**config.mk**
```make
export PLATFORM = sky130hd
export DESIGN_NAME = model_tick_scheduler
export DESIGN_NICKNAME = d
export VERILOG_FILES = /design/src/rtl/mimosa_timing_pkg.sv /design/src/rtl/tick_channel.sv /design/src/rtl/model_tick_scheduler.sv
export SDC_FILE = /design/constraint.sdc
export NUM_CORES = 1
export LEC_CHECK = 0
export CORE_UTILIZATION = 50
export DETAILED_ROUTE_END_ITERATION = 10
export PLACE_DENSITY = 0.74
export SLEW_MARGIN = 20
export SYNTH_ARGS = -nofsm -noshare
export SYNTH_HDL_FRONTEND = slang
export SYNTH_SLANG_ARGS = --single-unit
```
**constraint.sdc**
```tcl
create_clock -name clk -period 2.2 [get_ports clk]
set_input_delay 0.66 -clock clk [delete_from_list [all_inputs] [get_ports clk]]
set_output_delay 0.66 -clock clk [all_outputs]
set_load 0.05 [all_outputs]
```
**src/rtl/mimosa_timing_pkg.sv**
```systemverilog
// Shared timing definitions for the creature-model timebase: channel FSM states
// and default sizing constants.
package mimosa_timing_pkg;

  typedef enum logic [1:0] {
    StIdle,
    StCount,
    StPend
  } ch_state_e;

  localparam int unsigned BaseDivDefault = 14;
  localparam int unsigned RateWDefault   = 2;
  localparam int unsigned NChDefault     = 2;
  localparam int unsigned CntWDefault    = 8;

  // Channel carrying the speech-start request.
  localparam int unsigned CH_SPEECH = 0;

endpackage

```
**src/rtl/tick_channel.sv**
```systemverilog
// One periodic event channel: counts model ticks, wraps at the programmed period and
// issues a pulse, deferring it while the consumer is busy.
module tick_channel
  import mimosa_timing_pkg::*;
#(
  parameter int unsigned CNT_W = CntWDefault
) (
  input  logic             clk,
  input  logic             rst_n,
  input  logic             tick_i,
  input  logic [CNT_W-1:0] period_i,
  input  logic             busy_i,
  output logic             pulse_o,
  output logic             overrun_o
);

  ch_state_e        state_q, state_d;
  logic [CNT_W-1:0] cnt_q, cnt_d;
  logic             pulse_q, pulse_d;
  logic             overrun_q, overrun_d;
  logic             wrap;

  always_comb begin
    state_d   = state_q;
    cnt_d     = cnt_q;
    pulse_d   = 1'b0;
    overrun_d = overrun_q;
    // >= so that a period lowered below the running count wraps on the next tick.
    wrap      = tick_i && (cnt_q >= (period_i - CNT_W'(1)));

    if (period_i == '0) begin
      state_d = StIdle;
      cnt_d   = '0;
    end else begin
      unique case (state_q)
        StIdle: begin
          state_d = StCount;
        end
        StCount: begin
          if (tick_i) begin
            cnt_d = wrap ? '0 : cnt_q + CNT_W'(1);
          end
          if (wrap) begin
            if (busy_i) begin
              state_d = StPend;
            end else begin
              pulse_d = 1'b1;
            end
          end
        end
        StPend: begin
          if (tick_i) begin
            cnt_d = wrap ? '0 : cnt_q + CNT_W'(1);
          end
          // A wrap coinciding with busy falling is folded into the pending pulse.
          if (!busy_i) begin
            pulse_d = 1'b1;
            state_d = StCount;
          end else if (wrap) begin
            overrun_d = 1'b1;
          end
        end
        default: begin
          state_d = StIdle;
        end
      endcase
    end
  end

  always_ff @(posedge clk or negedge rst_n) begin
    if (!rst_n) begin
      state_q   <= StCount;
      cnt_q     <= '0;
      pulse_q   <= 1'b0;
      overrun_q <= 1'b0;
    end else begin
      state_q   <= state_d;
      cnt_q     <= cnt_d;
      pulse_q   <= pulse_d;
      overrun_q <= overrun_d;
    end
  end

  assign pulse_o   = pulse_q;
  assign overrun_o = overrun_q;

endmodule

```
**src/rtl/model_tick_scheduler.sv**
```systemverilog
// Model timebase: heartbeat-scaled tick prescaler with a pin-level square wave,
// driving N_CH independently programmable event channels.
module model_tick_scheduler
  import mimosa_timing_pkg::*;
#(
  parameter int unsigned BASE_DIV = BaseDivDefault,
  parameter int unsigned RATE_W   = RateWDefault,
  parameter int unsigned N_CH     = NChDefault,
  parameter int unsigned CNT_W    = CntWDefault
) (
  input  logic                  clk,
  input  logic                  rst_n,
  input  logic [RATE_W-1:0]     heartbeat,
  input  logic                  freeze,
  input  logic [N_CH*CNT_W-1:0] period,
  input  logic [N_CH-1:0]       ch_busy,
  output logic                  model_tick,
  output logic                  model_clk_out,
  output logic [N_CH-1:0]       ch_pulse,
  output logic [N_CH-1:0]       ch_overrun
);

  logic [BASE_DIV-1:0] pre_cnt_q, pre_cnt_d;
  logic [BASE_DIV-1:0] pre_last;
  logic [RATE_W-1:0]   rate_q, rate_d, rate_eff;
  logic                init_q, init_d;
  logic                tick_q, tick_d;
  logic                clk_out_q, clk_out_d;

  always_comb begin
    // Until the first edge after reset the rate is taken live, then it is latched.
    rate_eff  = init_q ? heartbeat : rate_q;
    // L - 1 with L = 2^(BASE_DIV - rate) is an all-ones mask shifted right by rate.
    pre_last  = {BASE_DIV{1'b1}} >> rate_eff;
    pre_cnt_d = pre_cnt_q;
    rate_d    = init_q ? heartbeat : rate_q;
    init_d    = 1'b0;
    tick_d    = 1'b0;

    if (!freeze) begin
      if (pre_cnt_q == pre_last) begin
        pre_cnt_d = '0;
        tick_d    = 1'b1;
        rate_d    = heartbeat;
      end else begin
        pre_cnt_d = pre_cnt_q + BASE_DIV'(1);
      end
    end

    clk_out_d = clk_out_q ^ tick_d;
  end

  always_ff @(posedge clk or negedge rst_n) begin
    if (!rst_n) begin
      pre_cnt_q <= '0;
      rate_q    <= '0;
      init_q    <= 1'b1;
      tick_q    <= 1'b0;
      clk_out_q <= 1'b0;
    end else begin
      pre_cnt_q <= pre_cnt_d;
      rate_q    <= rate_d;
      init_q    <= init_d;
      tick_q    <= tick_d;
      clk_out_q <= clk_out_d;
    end
  end

  assign model_tick    = tick_q;
  assign model_clk_out = clk_out_q;

  for (genvar i = 0; i < N_CH; i++) begin : gen_ch
    tick_channel #(
      .CNT_W(CNT_W)
    ) u_ch (
      .clk      (clk),
      .rst_n    (rst_n),
      .tick_i   (tick_q),
      .period_i (period[i*CNT_W +: CNT_W]),
      .busy_i   (ch_busy[i]),
      .pulse_o  (ch_pulse[i]),
      .overrun_o(ch_overrun[i])
    );
  end

endmodule

```
==> impl_results.html, run 1 <==
<table>
<tr><th>Metric</th><th>Value</th></tr>
<tr><th colspan="2">Run status</th></tr>
<tr><td>Status</td><td>finished with violations</td></tr>
<tr><td>Violated checks</td><td>negative setup slack</td></tr>
<tr><th colspan="2">Timing</th></tr>
<tr><td>Endpoints failing hold</td><td>0</td></tr>
<tr><td>Actual transition at the worst max-transition pin</td><td>~520 ps</td></tr>
<tr><td>Sum Neg Setup Slack</td><td>-2760 ps</td></tr>
<tr><td>Post-route worst setup slack</td><td>-220 ps</td></tr>
<tr><td>Max-slew headroom at the worst pin</td><td>0.651</td></tr>
<tr><td>Final setup violation count</td><td>24</td></tr>
<tr><td>Final-layout worst hold slack</td><td>approximately 320 ps</td></tr>
<tr><td>Post-layout min period</td><td>roughly 2400 ps</td></tr>
<tr><td>Share of the clock period used by the worst path after layout</td><td>1.10</td></tr>
<tr><td>Final clock skew</td><td>around 10 ps</td></tr>
<tr><td>Peak Freq</td><td>around 410 MHz</td></tr>
<tr><td>Setup repair after global routing missed its margin</td><td>true</td></tr>
<tr><td>Pins Over Slew Limit</td><td>0</td></tr>
<tr><th colspan="2">Placed design</th></tr>
<tr><td>Dpl hpwl</td><td>5180 µm</td></tr>
<tr><td>Pre-CTS setup slack</td><td>-1040 ps</td></tr>
<tr><td>Placement Cell Area</td><td>around 3800 µm²</td></tr>
<tr><td>PortBufs</td><td>28</td></tr>
<tr><td>RePlAce Congestion</td><td>about 0.85</td></tr>
<tr><th colspan="2">GRT</th></tr>
<tr><td>Aggregate global routing overflow</td><td>0</td></tr>
<tr><td>Initial antenna violation count</td><td>0</td></tr>
<tr><td>Global-route wire length before repair</td><td>about 12000 µm</td></tr>
<tr><td>Total track usage</td><td>0.242</td></tr>
<tr><td>Pin count of the biggest net entering global routing</td><td>23</td></tr>
<tr><td>Number of global-route vias before repair</td><td>between 2000 and 3000</td></tr>
<tr><th colspan="2">Power</th></tr>
<tr><td>Worst-case vdd ir drop</td><td>~0.55 mV</td></tr>
<tr><td>Pwr Density</td><td>about 660 nW/µm²</td></tr>
<tr><td>P_leak</td><td>around 1.8 nW</td></tr>
<tr><th colspan="2">Setup path</th></tr>
<tr><td>Endpoint kind of the worst setup timing path</td><td>flip-flop</td></tr>
<tr><td>CP max-delay cell</td><td>sky130_fd_sc_hd__ha_1</td></tr>
<tr><td>Worst Setup Path Type</td><td>input pin to flip-flop</td></tr>
<tr><td>Slowest Stage Delay on Critical Path</td><td>around 330 ps</td></tr>
<tr><td>Element type at the critical path start</td><td>input pin</td></tr>
<tr><td>Max Fanout on Critical Path</td><td>4</td></tr>
<tr><td>Worst path required time</td><td>~2400 ps</td></tr>
<tr><td>List of cells traversed by the critical path</td><td>buf_8, nor3_4, nand3_2, nor3_2, xnor2_1, ha_1, nand2_2, a211oi_4, buf_4, a22oi_2, nor4b_2, a311oi_1</td></tr>
<tr><td>Critical Path AT</td><td>approximately 2600 ps</td></tr>
<tr><th colspan="2">CTS</th></tr>
<tr><td>Post-CTS Hold Buffers</td><td>0</td></tr>
<tr><td>Clock Latency Late Sink</td><td>about 310 ps</td></tr>
<tr><td>Deepest clock path buffer count</td><td>2</td></tr>
<tr><td>Clk pin slew, worst setup/hold paths</td><td>approximately 90 ps</td></tr>
<tr><td>Inserted Clock Buffers</td><td>5</td></tr>
<tr><td>Clock sink count</td><td>43</td></tr>
<tr><td>TritonCTS clock tree</td><td>built</td></tr>
<tr><td>H-Tree Depth</td><td>2</td></tr>
<tr><td>Root buf cell</td><td>sky130_fd_sc_hd__clkbuf_8</td></tr>
<tr><th colspan="2">Route</th></tr>
<tr><td>Number of detailed-route iterations in the first pass</td><td>4</td></tr>
<tr><td>Post-route DRC</td><td>0</td></tr>
<tr><td>Initial drt markers</td><td>approximately 170</td></tr>
<tr><td>Routed length per instance</td><td>roughly 15 µm</td></tr>
<tr><td>Antenna violation net count after detailed routing</td><td>0</td></tr>
<tr><td>Total wire length after detailed routing</td><td>roughly 7400 µm</td></tr>
<tr><td>Vias after detailed routing</td><td>around 2800</td></tr>
<tr><td>Vias per cell</td><td>5.80</td></tr>
<tr><th colspan="2">Floorplan</th></tr>
<tr><td>Effective utilization at floorplan</td><td>0.518</td></tr>
<tr><td>Die ar.</td><td>between 6000 and 7000 µm²</td></tr>
<tr><td>Count of boundary I/O pins</td><td>29</td></tr>
<tr><td>DIE HEIGHT</td><td>approximately 80 µm</td></tr>
<tr><td>Horizontal extent of the die</td><td>80.3 µm</td></tr>
<tr><td>Floorplan Core Area</td><td>5920 µm²</td></tr>
<tr><td>Standard-cell row count</td><td>28</td></tr>
<tr><th colspan="2">Synth</th></tr>
<tr><td>Synth Area in Simple Gates</td><td>0.243</td></tr>
<tr><td>Synthesized-area fraction occupied by adder cells</td><td>0.118</td></tr>
<tr><td>Share of the synthesized area in compound gates (AO/OA/AOI/OAI)</td><td>0.122</td></tr>
<tr><td>Area share of the largest cell type after synthesis</td><td>0.327</td></tr>
<tr><td>Number of enable flip-flop cells after synthesis</td><td>0</td></tr>
<tr><td>Gate count of the mapped netlist</td><td>around 340</td></tr>
<tr><td>Mapped Avg Cell Area</td><td>~9 µm²</td></tr>
<tr><td>Synth area leader</td><td>sky130_fd_sc_hd__dfrtp_1</td></tr>
<tr><td>Fraction of synthesized cell area in xor and xnor cells</td><td>0.0853</td></tr>
<tr><td>Number of distinct library cell variants in the gate-level netlist after synthesis</td><td>57</td></tr>
<tr><td>Synth Register Bits</td><td>43</td></tr>
<tr><td>Post-synthesis mux area share</td><td>0.0359</td></tr>
<tr><td>Number of nets produced by synthesis</td><td>just under 400</td></tr>
<tr><td>Warnings from Yosys</td><td>0</td></tr>
<tr><td>Netlist area before placement</td><td>about 3100 µm²</td></tr>
<tr><td>Top FF cell, synth</td><td>sky130_fd_sc_hd__dfrtp_1</td></tr>
<tr><td>Largest family of logic cells by synthesized area</td><td>simple AND/OR/NAND/NOR gates</td></tr>
<tr><td>Async set or reset register ratio after synthesis</td><td>1.00</td></tr>
<tr><td>Sequential-to-total area share from yosys stat</td><td>0.352</td></tr>
<tr><td>Top cells by area, synth</td><td>sky130_fd_sc_hd__dfrtp_1 33%, sky130_fd_sc_hd__ha_1 12%, sky130_fd_sc_hd__xnor2_1 4.6%</td></tr>
<tr><th colspan="2">Final layout</th></tr>
<tr><td>Area added between synthesis and finish</td><td>36.7%</td></tr>
<tr><td>Post-Route Utilization</td><td>0.707</td></tr>
<tr><td>Finished Cell Area</td><td>approximately 4200 µm²</td></tr>
<tr><td>Final-layout fill cell count</td><td>between 400 and 500</td></tr>
<tr><td>Layout Nets</td><td>roughly 460</td></tr>
<tr><td>Top library cells by usage in the layout, fill and taps aside</td><td>44 x sky130_fd_sc_hd__buf_4, 40 x sky130_fd_sc_hd__dfrtp_1, 27 x sky130_fd_sc_hd__ha_1</td></tr>
<tr><td>Multi-input combinational cell area</td><td>2160 µm²</td></tr>
<tr><td>Share of layout cells above drive strength 1</td><td>0.310</td></tr>
<tr><td>Number of antenna diodes</td><td>0</td></tr>
<tr><td>Seq. cell area</td><td>approximately 1100 µm²</td></tr>
<tr><td>Commonest non-fill, non-tap cell in the layout</td><td>sky130_fd_sc_hd__buf_4</td></tr>
<tr><th colspan="2">Job</th></tr>
<tr><td>Number of maximum-capacitance violations</td><td>0</td></tr>
<tr><th colspan="2">Hold path</th></tr>
<tr><td>Hold crit path type</td><td>input pin to asynchronous set/reset pin</td></tr>
</table>
[worst paths after layout]
path | start | to | slack [ps] | depth (start not counted)
setup / recovery | period[3] | gen_ch[0].u_ch.state_q[0]$_DFFE_PN1P_ | -220 | 12
hold / removal | rst_n | gen_ch[1].u_ch.cnt_q[4]$_DFFE_PN0P_ | 320 | 1
setup reg to reg | gen_ch[0].u_ch.cnt_q[0]$_DFFE_PN0P_ | gen_ch[0].u_ch.state_q[0]$_DFFE_PN1P_ | 20 | 7
hold reg to reg | gen_ch[0].u_ch.overrun_o$_DFFE_PN0P_ | gen_ch[0].u_ch.overrun_o$_DFFE_PN0P_ | 470 | 1
max in group asynchronous | rst_n | gen_ch[1].u_ch.state_q[0]$_DFFE_PN1P_ | 1310 | 2
min in group clk | gen_ch[0].u_ch.overrun_o$_DFFE_PN0P_ | gen_ch[0].u_ch.overrun_o$_DFFE_PN0P_ | 470 | 1
[metal layers]
layer / GRT usage / wire length (µm)
met2: 0.428 / 3750
met1: 0.293 / 3160
met5: 0 / 0
met4: 0.0893 / 202
met3: 0.0398 / 323
[per-stage QoR]
stage	total power [mW]	std cells
global route	2.96	488
finish	2.77	488
CTS	2.73	484
global placement	1.99	467
detailed placement	2.05	467
floorplan	1.74	339
[logic make-up (layout without fill, tap and decap cells)]
logic type / count (synthesis) / count (layout)
flops: 43 / 43
other cells: 1 / 1
mux: 10 / 10
compound gates: 55 / 56
xor+xnor: 29 / 29
simple gates: 143 / 143
fa+ha+maj: 29 / 29
buf+inv: 29 / 102
[synth_stat cells, types with 2 or more instances]
cell	n
sky130_fd_sc_hd__clkbuf_1	7
sky130_fd_sc_hd__dfrtp_1	40
sky130_fd_sc_hd__nor2_1	24
sky130_fd_sc_hd__dfstp_2	3
sky130_fd_sc_hd__nor3_1	12
sky130_fd_sc_hd__o21ai_0	5
sky130_fd_sc_hd__nor4b_1	2
sky130_fd_sc_hd__nand4b_1	2
sky130_fd_sc_hd__xor2_1	12
sky130_fd_sc_hd__and2_1	7
sky130_fd_sc_hd__and3_1	7
sky130_fd_sc_hd__a21oi_1	16
sky130_fd_sc_hd__xnor2_1	16
sky130_fd_sc_hd__nand2b_1	4
sky130_fd_sc_hd__o21ai_1	5
sky130_fd_sc_hd__mux2i_1	6
sky130_fd_sc_hd__mux2i_2	2
sky130_fd_sc_hd__nand4_1	13
sky130_fd_sc_hd__a21o_1	2
sky130_fd_sc_hd__mux2_2	2
sky130_fd_sc_hd__and4b_1	2
sky130_fd_sc_hd__a41o_1	2
sky130_fd_sc_hd__ha_1	29
sky130_fd_sc_hd__nand3_1	26
sky130_fd_sc_hd__nand3b_1	2
sky130_fd_sc_hd__inv_1	17
sky130_fd_sc_hd__nor2b_1	2
sky130_fd_sc_hd__buf_4	4
sky130_fd_sc_hd__o22ai_1	2
sky130_fd_sc_hd__a31oi_1	6
sky130_fd_sc_hd__a211oi_1	3
sky130_fd_sc_hd__o2111ai_1	2
sky130_fd_sc_hd__nand2_1	31
[cell type report]
class / instances / share of cell area
timing repair buffer: 77 / 0.157
clock inverter: 3 / 0.0114
tap: 75 / 0.0224
clock buffer: 5 / 0.0164
multi-input combinational: 268 / 0.515
sequential: 43 / 0.258
inverter: 17 / 0.0200
[flip-flops by register name, indices dropped and copies added, names as in the netlist]
| register | count |
|---|---|
| gen_ch.u_ch.cnt_q | 16 |
| gen_ch.u_ch.overrun_o | 2 |
| gen_ch.u_ch.pulse_o | 2 |
| gen_ch.u_ch.state_q | 4 |
| init_q | 1 |
| model_clk_out | 1 |
| model_tick | 1 |
| pre_cnt_q | 14 |
| rate_q | 2 |
[critical path: cells and delay by family]
family	cells	cell delay, ps
AOI/OAI and AO/OA	3	460
buffers and inverters	2	270
xor gates and xnor gates	1	110
and+or+nand+nor	5	800
adders and majority gates	1	330
[repair_timing]
item	4_1_cts	5_1_grt
gates cloned	1	0
pin swaps	28	32
setup buffers	8	5
setup endpoints to repair	24	24
hold endpoints to repair	0	0
resized for setup	77	24
[report_power, final]
part           internal, mW  total, mW  switching [mW]  leakage [nW]
sequential            0.947       1.09           0.146         0.494
combinational         0.482       1.04           0.559          1.28
clock                 0.344      0.640           0.296        0.0587
No activity file was read; power rests on OpenSTA's default activity.
==> run 2: changes to the inputs <==
Settings changed: CTS_CLUSTER_SIZE set to 16.
==> results of run 2 <==
Same layout as run 1: the final DEF is identical, and so are final timing and power.
==> run 3: changes to the inputs <==
Settings changed: CAP_MARGIN set to 20.
==> results of run 3 <==
Same layout as run 1: the final DEF is identical, and so are final timing and power.
